`src/rtl/mag_sum_arbiter.sv`:
```
// mag_sum_arbiter: round-robin share of one 2-stage |a|+|b| pipeline among N_CH requesters
module mag_sum_arbiter #(
  parameter int W_IN  = 26,
  parameter int W_OUT = 27,
  parameter int N_CH  = 4,
  localparam int CH_W = $clog2(N_CH)
) (
  input  logic                   clk,
  input  logic                   rst_n,
  input  logic [N_CH-1:0]        req_valid,
  input  logic [N_CH*W_IN-1:0]   req_a,
  input  logic [N_CH*W_IN-1:0]   req_b,
  output logic [N_CH-1:0]        req_ready,
  output logic                   out_valid,
  input  logic                   out_ready,
  output logic [CH_W-1:0]        out_ch,
  output logic [W_OUT-1:0]       out_mag,
  output logic                   busy
);
  logic [CH_W-1:0] rr_ptr, g, s1_ch;
  logic [W_IN-1:0] s1_a, s1_b, sel_a, sel_b, abs_a, abs_b;
  logic            s1_valid, found, adv1, adv2;
  always_comb begin
    found = 1'b0;
    g = '0;
    for (int i = N_CH-1; i >= 0; i--) begin
      if (req_valid[(int'(rr_ptr) + i) % N_CH]) begin
        found = 1'b1;
        g = CH_W'((int'(rr_ptr) + i) % N_CH);
      end
    end
  end
  assign adv2      = !out_valid || out_ready;
  assign adv1      = !s1_valid || adv2;
  assign req_ready = (found && adv1 && rst_n) ? N_CH'(1) << g : '0;
  assign sel_a     = req_a[g*W_IN +: W_IN];
  assign sel_b     = req_b[g*W_IN +: W_IN];
  // the most-negative input negates to 100..0, which read unsigned is its true magnitude
  assign abs_a     = sel_a[W_IN-1] ? -sel_a : sel_a;
  assign abs_b     = sel_b[W_IN-1] ? -sel_b : sel_b;
  assign busy      = s1_valid | out_valid;
  always_ff @(posedge clk) begin
    if (!rst_n) begin
      rr_ptr    <= '0;
      s1_valid  <= 1'b0;
      s1_a      <= '0;
      s1_b      <= '0;
      s1_ch     <= '0;
      out_valid <= 1'b0;
      out_ch    <= '0;
      out_mag   <= '0;
    end else begin
      if (adv1) begin
        s1_valid <= found;
        if (found) begin
          s1_a   <= abs_a;
          s1_b   <= abs_b;
          s1_ch  <= g;
          rr_ptr <= (g == CH_W'(N_CH-1)) ? '0 : g + 1'b1;
        end
      end
      if (adv2) begin
        out_valid <= s1_valid;
        if (s1_valid) begin
          out_mag <= W_OUT'(s1_a) + W_OUT'(s1_b);
          out_ch  <= s1_ch;
        end
      end
    end
  end
endmodule

```
`config.mk`:
```
export PLATFORM = sky130hd
export DESIGN_NAME = mag_sum_arbiter
export DESIGN_NICKNAME = d
export VERILOG_FILES = /design/src/rtl/mag_sum_arbiter.sv
export SDC_FILE = /design/constraint.sdc
export NUM_CORES = 1
export LEC_CHECK = 0
export CORE_AREA = 2 2 136 138
export CTS_CLUSTER_SIZE = 24
export DETAILED_ROUTE_END_ITERATION = 7
export DIE_AREA = 0 0 138 140
export GPL_TIMING_DRIVEN = 0
export PLACE_DENSITY = 0.85
export REMOVE_ABC_BUFFERS = 1
export SYNTH_ARGS = -nofsm -noshare
export SYNTH_HDL_FRONTEND = slang
export SYNTH_SLANG_ARGS = --single-unit
export TNS_END_PERCENT = 10
```
`constraint.sdc`:
```
create_clock -name clk -period 4.2 [get_ports clk]
set_input_delay 0.42 -clock clk [delete_from_list [all_inputs] [get_ports clk]]
set_output_delay 0.42 -clock clk [all_outputs]
set_load 0.05 [all_outputs]
```
==> run metrics <==
Leak=around 4.4 nW; largest family of logic cells by synthesized area=simple AND/OR/NAND/NOR gates; core area=between 15000 and 20000 um2; Port Buf Inserts=between 200 and 250; Internal=~2.9 mW; Worst path max stage delay=about 700 ps; worst endpoint required time=roughly 4400 ps; initial DRC count=a little over 1000; Fmax achieved=242 MHz; Area after DPL=11100 um2; Reg power frac=22.3%; WHS=between 400 and 500 ps; Comb pwr share=between 60% and 70%; sequential fraction of the synthesis area=approximately a fifth; R2R Path End=s1_a[20]$_SDFFE_PN0P_; CP Class=primary input to flip-flop; Place WS=-2730 ps; Worst-Skew Late Latency=around 350 ps; simple logic cell fraction of the synthesized area=32.1%; most frequent cells in the layout=clkdlybuf4s50_1, nand2_1, dfxtp_1; Worst VDD drop=0.250 mV; crit path DAT=roughly 4400 ps; gr usage total=between 20% and 30%; worst min path class=flip-flop to flip-flop; Worst-path clk slew=60 ps; clock sinks=87; via count=around 10000; Final Core Density=between 60% and 70%; Post-Synth Adder-Cell Area=under 10%; row count=49; Die Wd=about 140 um; Seq cells post-synth=87; Setup TNS=0 ps; Netlist cell types=between 80 and 90; switching portion of total power=47.5%; vias in the first global route=9344; Slew Viols, Final=0; Mapped Area=8560 um2; I/O pin cnt=250; layout cells sized above 1=a little under 9%; Max-Slew Margin vs Limit=between 10% and 20%; placer's final routability congestion estimate=just under 1; Num CTS Buffers=9; crit-path max FO=23; R2R Setup Slk=about 170 ps; crit path time final=between 4000 and 5000 ps; Critical Path Start=req_valid[2]; ANT nets after route=0; yosys warns=0; Synth Area in Compound Gates=a little under 30%; worst path bufs/invs=3; type of origin of the critical path=primary input; run status=finished, final reports clean; Synth-to-Final Area Change=37.0%; mux contribution to synthesized area=1.81%; Post-Layout Cell Count=between 1500 and 2000; die area=approximately 19000 um2; Worst-Margin Slew=~1200 ps; TritonRoute pass-1 iters=6; CP Capture Type=flip-flop; antenna violations before repair=0; endpoints failing setup=0; ordered cell list for the critical path=clkdlybuf4s50_1 -> nor2b_4 -> buf_12 -> or4b_4 -> and3_1 -> o32ai_4 -> ha_1 -> inv_1 -> nor3_4 -> nand4_2 -> or4_1 -> and4_1; first-pass GRT wire length=around 48000 um; grt ovf=0; vias per cell=between 6 and 7; syn_area_per_cell=between 7 and 8 um2; ant diodes=0; clock root buffer=clkbuf_16; maximum number of pins on one net before global-route repair=slightly above 60; commonest non-fill, non-tap cell in the layout=clkdlybuf4s50_1; P_sw=2.60 mW; Final Instance Area=roughly 12000 um2; Synth Area in XOR/XNOR=4.91%; setup ws final=approximately 73 ps; crit path to=s1_b[16]$_SDFFE_PN0P_; WL/cell=about 20 um; Post-synth EDFFs=0; Tcrit/Tclk final=a little over nine tenths; Post-Synthesis Cells=around 1200; htree depth=3; reg2reg start=rr_ptr[1]$_SDFFE_PN0P_; Placed Cells=~1500; Reg2Reg Depth=13; async set or reset register ratio after synthesis=0%; max_cap viols=0; Final nets=about 1600; CTS tree=yes; clock skew=10.5 ps; dominant synthesized flop cell=dfxtp_1; final WL=~32000 um; critical path's top delay family=simple AND/OR/NAND/NOR gates; Die Y=roughly 140 um; DPL Wire Length=about 21000 um; cts hold-fix bufs=0; critical path depth in cells=12; Initial Util=about half; total power=between 5 and 6 mW; Fin. Hold Viols=0; drt drc=0; clock power share=around 14%; power density cells=467 nW/um2; maximum clock path buffer count=2; crit path max-delay cell type=or4b_4
[worst min-delay path: cells and delay by family (launching register included)]
| family | cells | cell delay (ps) |
|---|---|---|
| AO/OA/AOI/OAI | 1 | 50 |
| flip-flops | 1 | 310 |
| AND/OR/NAND/NOR | 1 | 50 |
[kinds of logic after synthesis]
| logic type | after synthesis |
|---|---|
| multiplexers | 15 |
| flip-flops | 87 |
| buffers and inverters | 121 |
| XOR/XNOR | 48 |
| AO/OA/AOI/OAI | 347 |
| adder cells (fa/ha/maj) | 33 |
| AND/OR/NAND/NOR | 511 |
[synth_stat cells, types with 7 or more instances]
library cell,number,area (um2)
a221o_1,9,90.1
nor3_1,21,105
or3_1,9,56.3
mux2i_1,11,110
a221oi_1,27,236
buf_1,10,37.5
nor2_1,82,308
nand3_1,82,410
a21boi_0,9,67.6
o31ai_1,9,67.6
inv_1,11,41.3
buf_6,7,78.8
a21oi_1,78,390
and3_1,32,200
dfxtp_1,87,1740
xor2_1,20,175
a21o_1,14,105
nor3b_1,38,285
nor4_1,38,238
a211oi_1,42,315
ha_1,32,400
nand2_1,143,537
nor2b_1,12,75.1
clkbuf_1,68,255
a31oi_1,11,68.8
buf_2,20,100
a32oi_1,27,236
xnor2_1,28,245
o21ai_0,57,285
[layer usage]
metal / wire length, um / track usage, % / up-vias
met5: 0 / 0 / -
met4: 1420 / 13.4 / 0
met3: 3220 / 6.36 / 123
met2: 14500 / 50.1 / 602
met1: 12500 / 36.9 / 4661
li1: - / - / 4812
[sequential cells by signal, indices dropped and copies added, names as in the netlist]
name and count:
rr_ptr 2, s1_b 26, s1_ch 2, s1_a 26, s1_valid 1, out_valid 1
out_mag 27, out_ch 2
[final cells by class]
class,instances,area (um2)
Sequential cell,87,1750
Fill cell,1468,6060
Multi-Input combinational cell,965,6540
Inverter,13,66.3
Clock buffer,9,225
Timing Repair Buffer,273,2800
Clock inverter,7,62.6
Tap cell,229,287
[power by group through the flow]
stage | combinational (mW) | clock [mW] | sequential (mW)
5_1_grt | 3.74 | 0.817 | 1.24
4_1_cts | 3.37 | 0.786 | 1.22
6_report | 3.48 | 0.779 | 1.22
3_5_place_dp | 3.25 | 0 | 1.23
3_3_place_gp | 3.12 | 0 | 1.25
2_1_floorplan | 2.08 | 0 | 1.43
[worst min path at each step]
| stage | start | depth (start not counted) | to |
|---|---|---|---|
| 2_1_floorplan | s1_ch[0]$_SDFFE_PN0P_ | 2 | out_ch[0]$_SDFFE_PN0P_ |
| 3_3_place_gp | s1_ch[0]$_SDFFE_PN0P_ | 2 | out_ch[0]$_SDFFE_PN0P_ |
| 3_5_place_dp | out_mag[23]$_SDFFE_PN0P_ | 2 | out_mag[23]$_SDFFE_PN0P_ |
| 4_1_cts | out_mag[23]$_SDFFE_PN0P_ | 2 | out_mag[23]$_SDFFE_PN0P_ |
| 5_1_grt | out_mag[17]$_SDFFE_PN0P_ | 2 | out_mag[17]$_SDFFE_PN0P_ |
| 6_report | out_mag[18]$_SDFFE_PN0P_ | 2 | out_mag[18]$_SDFFE_PN0P_ |
[repair_timing]
item	in CTS	in global routing
gates resized for setup	19	9
endpoints found under the setup margin	59	25
pin swaps	7	4
buffers inserted	9	4
cloned	9	2
(Power assumes the default switching activity.)
